[src/rtl/wb_pkg.sv]
// wb_pkg: shared state encodings and default widths for the Wishbone master bridge.
package wb_pkg;
  typedef enum logic [1:0] {WB_IDLE = 2'b00, WB_BUSY = 2'b01, WB_HOLD = 2'b10} wb_state_e;
  localparam int WB_DW = 32;
  localparam int WB_AW = 32;
  localparam int WB_SW = 6;
endpackage

[src/rtl/wb_master_if_p_if.sv]
// wb_master_if_p_if: Wishbone B3 classic bus signals between master bridge and arbiter.
interface wb_master_if_p_if
  import wb_pkg::*;
#(
  parameter int DW = WB_DW,
  parameter int AW = WB_AW
);
  logic [DW-1:0]   wishbone_data_i;
  logic            wishbone_ack_i;
  logic            wishbone_err_i;
  logic [AW-1:0]   wishbone_addr_o;
  logic [DW-1:0]   wishbone_data_o;
  logic            wishbone_we_o;
  logic [DW/8-1:0] wishbone_sel_o;
  logic            wishbone_stb_o;
  logic            wishbone_cyc_o;
  modport master (
    input  wishbone_data_i, wishbone_ack_i, wishbone_err_i,
    output wishbone_addr_o, wishbone_data_o, wishbone_we_o, wishbone_sel_o, wishbone_stb_o, wishbone_cyc_o
  );
  modport slave (
    output wishbone_data_i, wishbone_ack_i, wishbone_err_i,
    input  wishbone_addr_o, wishbone_data_o, wishbone_we_o, wishbone_sel_o, wishbone_stb_o, wishbone_cyc_o
  );
endinterface

[src/rtl/wb_watchdog.sv]
// wb_watchdog: saturating cycle counter that flags a bus access stuck for TIMEOUT cycles.
module wb_watchdog #(
  parameter int TIMEOUT = 255,
  parameter int TW      = 8
) (
  input  logic clk,
  input  logic rst,
  input  logic clear,
  input  logic enable,
  output logic expired
);
  localparam logic [TW-1:0] LAST = TW'(TIMEOUT == 0 ? 0 : TIMEOUT - 1);
  logic [TW-1:0] cnt;
  always_ff @(posedge clk or negedge rst)
    if (!rst) cnt <= '0;
    else      cnt <= clear ? '0 : (enable && cnt != '1) ? cnt + TW'(1) : cnt;
  assign expired = (TIMEOUT != 0) && (cnt == LAST);
endmodule

[src/rtl/wb_master_if_p.sv]
// wb_master_if_p: parametrised Wishbone B3 classic single-access master bridge
// with ERR/timeout reporting and a read-data hold buffer for stalled pipelines.
module wb_master_if_p
  import wb_pkg::*;
#(
  parameter int DW      = WB_DW,
  parameter int AW      = WB_AW,
  parameter int SW      = WB_SW,
  parameter int TIMEOUT = 255,
  parameter int TW      = 8
) (
  input  logic            clk,
  input  logic            rst,
  input  logic [SW-1:0]   stall_i,
  input  logic            flush_i,
  input  logic            cpu_ce_i,
  input  logic            cpu_we_i,
  input  logic [AW-1:0]   cpu_addr_i,
  input  logic [DW-1:0]   cpu_data_i,
  input  logic [DW/8-1:0] cpu_sel_i,
  output logic [DW-1:0]   cpu_data_o,
  output logic            cpu_err_o,
  output logic            stallreq,
  wb_master_if_p_if.master wb
);
  wb_state_e state_q, state_d;
  logic [AW-1:0]   adr_q;
  logic [DW-1:0]   dat_q, rd_buf;
  logic [DW/8-1:0] sel_q;
  logic we_q, cyc_q, err_buf;
  logic busy, hold, start, err_c, ack_c, done, abort, wd_en, hold_exit, expired;
  wb_watchdog #(.TIMEOUT(TIMEOUT), .TW(TW)) u_wd (
    .clk, .rst, .clear(start), .enable(wd_en), .expired
  );
  // rst gates start so every combinational output reads 0 while reset is held
  always_comb begin
    busy       = state_q == WB_BUSY;
    hold       = state_q == WB_HOLD;
    start      = state_q == WB_IDLE && cpu_ce_i && !flush_i && rst;
    err_c      = busy && (wb.wishbone_err_i || expired);
    ack_c      = busy && wb.wishbone_ack_i && !err_c;
    done       = err_c || ack_c;
    abort      = busy && flush_i && !done;
    wd_en      = busy && !done && !flush_i;
    hold_exit  = stall_i == '0 || flush_i;
    stallreq   = start || wd_en;
    cpu_err_o  = err_c || (hold && err_buf);
    cpu_data_o = (ack_c && !we_q) ? wb.wishbone_data_i : hold ? rd_buf : '0;
    state_d    = start ? WB_BUSY :
                 done  ? (hold_exit ? WB_IDLE : WB_HOLD) :
                 abort ? WB_IDLE :
                 (hold && hold_exit) ? WB_IDLE : state_q;
  end
  always_ff @(posedge clk or negedge rst)
    if (!rst) begin
      state_q <= WB_IDLE;
      adr_q   <= '0;
      dat_q   <= '0;
      sel_q   <= '0;
      we_q    <= 1'b0;
      cyc_q   <= 1'b0;
      rd_buf  <= '0;
      err_buf <= 1'b0;
    end else begin
      state_q <= state_d;
      adr_q   <= start ? cpu_addr_i : (done || abort) ? '0 : adr_q;
      dat_q   <= start ? cpu_data_i : (done || abort) ? '0 : dat_q;
      sel_q   <= start ? cpu_sel_i  : (done || abort) ? '0 : sel_q;
      we_q    <= start ? cpu_we_i   : (done || abort) ? 1'b0 : we_q;
      cyc_q   <= start ? 1'b1       : (done || abort) ? 1'b0 : cyc_q;
      if (done) begin
        rd_buf  <= cpu_data_o;
        err_buf <= err_c;
      end
    end
  assign wb.wishbone_addr_o = adr_q;
  assign wb.wishbone_data_o = dat_q;
  assign wb.wishbone_sel_o  = sel_q;
  assign wb.wishbone_we_o   = we_q;
  assign wb.wishbone_stb_o  = cyc_q;
  assign wb.wishbone_cyc_o  = cyc_q;
endmodule

[src/flat_wrapper.sv]
// flat-port wrapper written by rule: the top's interface ports become plain ports
module wb_master_if_p_flat import wb_pkg::*;
#(
  parameter int DW      = WB_DW,
  parameter int AW      = WB_AW,
  parameter int SW      = WB_SW,
  parameter int TIMEOUT = 255,
  parameter int TW      = 8
)
  (clk, rst, stall_i, flush_i, cpu_ce_i, cpu_we_i, cpu_addr_i, cpu_data_i, cpu_sel_i, cpu_data_o, cpu_err_o, stallreq, wb_wishbone_data_i, wb_wishbone_ack_i, wb_wishbone_err_i, wb_wishbone_addr_o, wb_wishbone_data_o, wb_wishbone_we_o, wb_wishbone_sel_o, wb_wishbone_stb_o, wb_wishbone_cyc_o);
  wb_master_if_p_if #(.DW(DW), .AW(AW)) wb_i ();
  input  logic clk;
  input  logic rst;
  input  logic [SW-1:0] stall_i;
  input  logic flush_i;
  input  logic cpu_ce_i;
  input  logic cpu_we_i;
  input  logic [AW-1:0] cpu_addr_i;
  input  logic [DW-1:0] cpu_data_i;
  input  logic [DW/8-1:0] cpu_sel_i;
  output logic [DW-1:0] cpu_data_o;
  output logic cpu_err_o;
  output logic stallreq;
  input wire logic [$bits(wb_i.wishbone_data_i)-1:0] wb_wishbone_data_i;
  input wire logic [$bits(wb_i.wishbone_ack_i)-1:0] wb_wishbone_ack_i;
  input wire logic [$bits(wb_i.wishbone_err_i)-1:0] wb_wishbone_err_i;
  output wire logic [$bits(wb_i.wishbone_addr_o)-1:0] wb_wishbone_addr_o;
  output wire logic [$bits(wb_i.wishbone_data_o)-1:0] wb_wishbone_data_o;
  output wire logic [$bits(wb_i.wishbone_we_o)-1:0] wb_wishbone_we_o;
  output wire logic [$bits(wb_i.wishbone_sel_o)-1:0] wb_wishbone_sel_o;
  output wire logic [$bits(wb_i.wishbone_stb_o)-1:0] wb_wishbone_stb_o;
  output wire logic [$bits(wb_i.wishbone_cyc_o)-1:0] wb_wishbone_cyc_o;
  assign wb_i.wishbone_data_i = wb_wishbone_data_i;
  assign wb_i.wishbone_ack_i = wb_wishbone_ack_i;
  assign wb_i.wishbone_err_i = wb_wishbone_err_i;
  assign wb_wishbone_addr_o = wb_i.wishbone_addr_o;
  assign wb_wishbone_data_o = wb_i.wishbone_data_o;
  assign wb_wishbone_we_o = wb_i.wishbone_we_o;
  assign wb_wishbone_sel_o = wb_i.wishbone_sel_o;
  assign wb_wishbone_stb_o = wb_i.wishbone_stb_o;
  assign wb_wishbone_cyc_o = wb_i.wishbone_cyc_o;
  wb_master_if_p #(.DW(DW), .AW(AW), .SW(SW), .TIMEOUT(TIMEOUT), .TW(TW)) u_core (.clk(clk), .rst(rst), .stall_i(stall_i), .flush_i(flush_i), .cpu_ce_i(cpu_ce_i), .cpu_we_i(cpu_we_i), .cpu_addr_i(cpu_addr_i), .cpu_data_i(cpu_data_i), .cpu_sel_i(cpu_sel_i), .cpu_data_o(cpu_data_o), .cpu_err_o(cpu_err_o), .stallreq(stallreq), .wb(wb_i));
endmodule
[config.mk]
export PLATFORM = sky130hd
export DESIGN_NAME = wb_master_if_p_flat
export DESIGN_NICKNAME = d
export VERILOG_FILES = /design/src/rtl/wb_pkg.sv /design/src/rtl/wb_master_if_p_if.sv /design/src/rtl/wb_watchdog.sv /design/src/rtl/wb_master_if_p.sv /design/src/flat_wrapper.sv
export SDC_FILE = /design/constraint.sdc
export NUM_CORES = 1
export LEC_CHECK = 0
export BUFFER_PORTS_ARGS = -buffer_cell sky130_fd_sc_hd__buf_2
export CAP_MARGIN = 20
export CELL_PAD_IN_SITES_DETAIL_PLACEMENT = 1
export CELL_PAD_IN_SITES_GLOBAL_PLACEMENT = 1
export CORE_UTILIZATION = 35
export CTS_CLUSTER_SIZE = 16
export DETAILED_ROUTE_END_ITERATION = 16
export GPL_ROUTABILITY_DRIVEN = 0
export PLACE_DENSITY = 0.78
export SYNTH_ARGS = -nofsm -noshare
export SYNTH_HDL_FRONTEND = slang
export SYNTH_SLANG_ARGS = --single-unit
[constraint.sdc]
create_clock -name clk -period 2.7 [get_ports clk]
set_input_delay 0.54 -clock clk [delete_from_list [all_inputs] [get_ports clk]]
set_output_delay 0.54 -clock clk [all_outputs]
set_load 0.02 [all_outputs]
=== Word level (Yosys, flattened, before mapping) ===
Index checks and enable logic that the tools add are counted.

* Logic and storage cells: 60
* Input port bits: 113
* Register bits after elaboration: 113

* Add/sub/neg operators: 1
* Reduce and logical (&&, ||, !) cells: 29
* Equality and inequality tests: 4
* Mux-type cells: 17

{| class="wikitable"
|+ Operator list
! kind !! number
|-
| 2-to-1 mux 32 bit || 5
|-
| 2-to-1 mux 8 bit || 2
|-
| logical AND 1 bit || 14
|-
| 2-to-1 mux 2 bit || 5
|-
| adder 8 x 1 -> 8 bit, second input constant || 1
|-
| == test 8 bit, second input constant || 1
|-
| 2-to-1 mux 4 bit || 2
|-
| != test 8 bit, second input constant || 1
|-
| logical NOT 6 bit || 1
|-
| logical OR 1 bit || 6
|-
| logical NOT 1 bit || 4
|-
| nonzero test 2 bit || 2
|-
| nonzero test 4 bit || 1
|-
| 2-to-1 mux 1 bit || 3
|-
| == test 2 x 1 -> 1 bit, second input constant || 1
|-
| == test 2 bit, second input constant || 1
|-
| logical NOT 2 bit || 1
|}

=== Logic depth before layout (Yosys ltp) ===
* Depth in word-level cells: 12
* Mapped depth: 9
* Mapped depth without buffers: 6

=== Cells and area by module ===
From an unflattened synthesis, not the netlist that was laid out.

* Cells, all modules: 347
* Area, all modules: 4644.5 um^2

{| class="wikitable"
|+ By module, submodules not included
! module !! instances !! cells an instance !! sequential area each (um^2) !! area each (um^2)
|-
| wb_master_if_p || 1 || 295 || 2627.5 || 4136.5
|-
| wb_watchdog || 1 || 52 || 200.2 || 508.0
|}

=== Worst setup path before layout ===
OpenSTA, ideal clock, no wires.

* Kind: register to output
* From: register u_core.u_wd.cnt[0]
* To: output port cpu_data_o[0]
* Buffers on the path: 3
* Cell stages (with the launch flop): 10
* Data arrival time: 1720 ps
* Slack: 440 ps
* Required time: 2160 ps
* Path through: dfrtp_1 > inv_1 > ha_1 > nand3_1 > or2_1 > buf_6 > nor4b_4 > buf_6 > buf_6 > a22o_1

* Cells in the longest elaborated chain, start to end: 7

{| class="wikitable"
|+ Ends and longest elaborated chain
! what !! RTL line !! source
|-
| start: declaration || wb_watchdog.sv:13 || <nowiki>logic [TW-1:0] cnt;</nowiki>
|-
| start signal: assignment || wb_watchdog.sv:16 || <nowiki>else cnt <= clear ? '0 : (enable && cnt != '1) ? cnt + TW'(1) : cnt;</nowiki>
|-
| == test 8 bit || wb_watchdog.sv:17 || <nowiki>assign expired = (TIMEOUT != 0) && (cnt == LAST);</nowiki>
|-
| logical OR 1 bit || wb_master_if_p.sv:40 || <nowiki>err_c = busy && (wb.wishbone_err_i || expired);</nowiki>
|-
| logical AND 1 bit || wb_master_if_p.sv:40 ||
|-
| logical NOT 1 bit || wb_master_if_p.sv:41 || <nowiki>ack_c = busy && wb.wishbone_ack_i && !err_c;</nowiki>
|-
| logical AND 1 bit || wb_master_if_p.sv:41 ||
|-
| logical AND 1 bit || wb_master_if_p.sv:48 || <nowiki>cpu_data_o = (ack_c && !we_q) ? wb.wishbone_data_i : hold ? rd_buf : '0;</nowiki>
|-
| 2-to-1 mux 32 bit || wb_master_if_p.sv:48 ||
|-
| end: declaration || flat_wrapper.sv:21 || <nowiki>output logic [DW-1:0] cpu_data_o;</nowiki>
|}

Every way passes these cells.

=== Worst setup path in the final report ===
* From: register u_core.u_wd.cnt[0]
* To: output port cpu_data_o[2]

The elaborated chain is that of the path after synthesis.

==> impl_metrics.ini <==
[outcome]
status = finished, violations left
violations = setup timing

[drt]
post-route-drc-count = 0
wl_um = 15700
routedWlPerCell_um = 17.3
vias = 4677
drtIter0Drc = 205
firstDrtPassIters = 4
ant_nets = 0
via_per_inst = 5.17

[timing]
setup_ws_ns = -0.0352
slew_headroom_pct = 48.6
setup_violations = 12
worstMarginPinSlew_ns = 0.771
period_share_pct = 101
hold_slack_ns = 0.276
slew_violations = 0
hold_violations = 0
period_minus_slack_ns = 2.74
max_freq_ghz = 0.366
rsz0062_at_grt = yes
finalClockSkew_ns = 0.00773

[synth]
ys_ff_latch = 113
synth_fp_nets = 607
synth_edf_count = 0
synth_compound_area_share_pct = 21.6
syn-cell-area_mm2 = 0.00494
synth_top_family_by_area = compound AO/OA/AOI/OAI gates
synth_mux_area_share_pct = 0
synth-simple-area-share_pct = 15.6
yosys_warnings = 0
synthXorXnorAreaFrac_pct = 0
netlist_instances = 492
ys_types = 36
ys_async_sr_fraction_pct = 100
synth-main-ff-cell = dfrtp_1
synth_adder_area_share_pct = 0.507
yosysSeqAreaShare_pct = 57.3
syn_area_per_cell_um2 = 10.0

[clocking]
cts_root_buf = clkbuf_16
ctsHoldBuffers = 0
cts_tree = built
cts_buffers = 17
cts.clk_slew.worst_paths_ns = 0.05
htreeDepth = 4
clkSinkCount = 113
clk_latency_ns = 0.41
cts_buffer_depth = 2

[setup_path]
crit_chain = inv_2 > ha_4 > nand3_2 > or2_1 > nor4b_4 > buf_4 > clkbuf_16 > a22o_1 > buf_6
cp_max_fo = 8
cpMaxStageDelayCell = dfrtp_1
required_ns = 2.16
arrival_ns = 2.20
cp_slowest_stage_delay_ns = 0.38
worstSetupEndpointType = primary output
rr_worst_depth = 7
start_kind = flop
path_buf_inv = 4
path_class = reg2out
cp_top_family = buffers and inverters
path_depth = 9

[die]
pin_count = 218
dieWidth_um = 121
start_util_pct = 35.7
die_area_mm2 = 0.0146
die-height_um = 121
rows = 43
coreArea_mm2 = 0.0138

[pwr]
p_per_area_mw_per_mm2 = 795
p_leak_uw = 0.00361
irDropWorstVdd_v = 0.000379
power_uw = 5590

[worst_hold_path]
hold_class = in2async

[layout]
drive_gt1_share_pct = 39.0
stdcell_area_mm2 = 0.00703
nNetsFinal = 827
synthToLayoutAreaGrowth_pct = 42.3
antenna_cells = 0
final_core_util_pct = 50.8

[place]
hpwlAfterDp_um = 10100
place.port_buffers = 217
place_area_mm2 = 0.00614
pre_cts_ws_ns = 0.355

[global_routing]
grt_pass1_wl_um = 24800
grt_usage_pct = 22.0
grt_max_degree = 71
grt.overflow.total = 0
grt_pass1_vias = 4981
antenna_found_initial = 0

[run]
drv_cap = 0
-- layout make-up --
| cell class | count | area [um2] |
|---|---|---|
| Inverter | 4 | 15.0 |
| Timing Repair Buffer | 240 | 1470 |
| Clock inverter | 9 | 105 |
| Tap cell | 180 | 225 |
| Multi-Input combinational cell | 336 | 1890 |
| Sequential cell | 113 | 2830 |
| Clock buffer | 23 | 488 |
| Fill cell | 1598 | 6800 |
-- power by group --
| group | switching, uW | internal (uW) | leakage [uW] |
|---|---|---|---|
| clock network | 764 | 1450 | 0.000281 |
| logic | 728 | 466 | 0.00183 |
| registers | 180 | 2000 | 0.00150 |
-- worst paths after layout --
| kind | start | end | slack (ns) |
|---|---|---|---|
| max reg2reg | u_core.u_wd.cnt[1] | u_core.u_wd.cnt[3] | 0.61 |
| min in group clk | cpu_addr_i[29] | u_core.wb.wishbone_addr_o[29] | 0.36 |
| min | rst | u_core.rd_buf[22] | 0.28 |
| max in group asynchronous | rst | u_core.wb.wishbone_addr_o[9] | 1.16 |
| min reg2reg | u_core.err_buf | u_core.err_buf | 0.49 |
| max | u_core.u_wd.cnt[0] | cpu_data_o[2] | -0.04 |
-- registers in the layout, summed over array words and instances (netlist names) --
name / flops
u_core.wb.wishbone_we_o: 1
u_core.wb.wishbone_addr_o: 32
u_core.u_wd.cnt: 8
u_core.rd_buf: 32
u_core.wb.wishbone_sel_o: 4
u_core.err_buf: 1
u_core.wb.wishbone_cyc_o: 1
u_core.wb.wishbone_data_o: 32
u_core.state_q: 2
-- per-layer routing --
| layer | GRT usage (%) | vias to the layer above | share of wire, % |
|---|---|---|---|
| li1 | - | 2164 | - |
| met1 | 25.2 | 2300 | 40 |
| met2 | 37.4 | 188 | 51 |
| met3 | 7.36 | 25 | 7.3 |
| met4 | 9.72 | 0 | 1.8 |
| met5 | 0 | - | 0 |
-- synthesized netlist by cell type (2+ instances only) --
library cell	count	area, um2
nand2_1	145	544
dfrtp_1	113	2830
a21oi_1	75	375
a22o_1	64	561
buf_2	15	75.1
clkbuf_1	13	48.8
buf_6	8	90.1
nor2_1	5	18.8
inv_1	4	15.0
o21ai_0	4	20.0
a31oi_1	3	18.8
and2_1	3	18.8
and3_1	3	18.8
and4_1	3	26.3
buf_4	3	22.5
nand3_1	3	15.0
a211oi_1	2	15.0
a21o_1	2	15.0
a311oi_1	2	17.5
ha_1	2	25.0
nand4_1	2	12.5
nor3_1	2	10.0
or2_2	2	12.5
or4_1	2	15.0
-- cells by family (layout without fill, tap and decap cells) --
family | after synthesis | in the layout
and+or+nand+nor | 177 | 177
AOI/OAI and AO/OA | 157 | 157
DFF | 113 | 113
buffers and inverters | 43 | 276
adders and majority gates | 2 | 2
-- what timing repair did --
action | CTS | global route
buffers inserted | 8 | 2
endpoints found under the setup margin | 32 | 32
gates resized for setup | 37 | 3
pin swaps | 7 | 14
gates cloned | 3 | 1
-- placed cells by master (no fill, tap or decap), types with 4 or more instances in the layout --
cell type / Yosys / final
a22o_1: 64 / 64
buf_2: 15 / 199
nor2_1: 5 / 4
buf_6: 8 / 17
nand2_1: 145 / 143
dfrtp_1: 113 / 113
o21ai_0: 4 / 4
buf_4: 3 / 18
clkbuf_8: 0 / 4
a21oi_1: 75 / 75
clkbuf_16: 0 / 18
clkinvlp_4: 0 / 4
-- metrics by stage --
step                      TNS [ns]  instances
after detailed placement         0        860
after global routing         -2.23        905
final                       -0.157        905
after global placement           0        860
after floorplan                  0        492
after CTS                        0        903
Power figures use the tool's default switching activity.
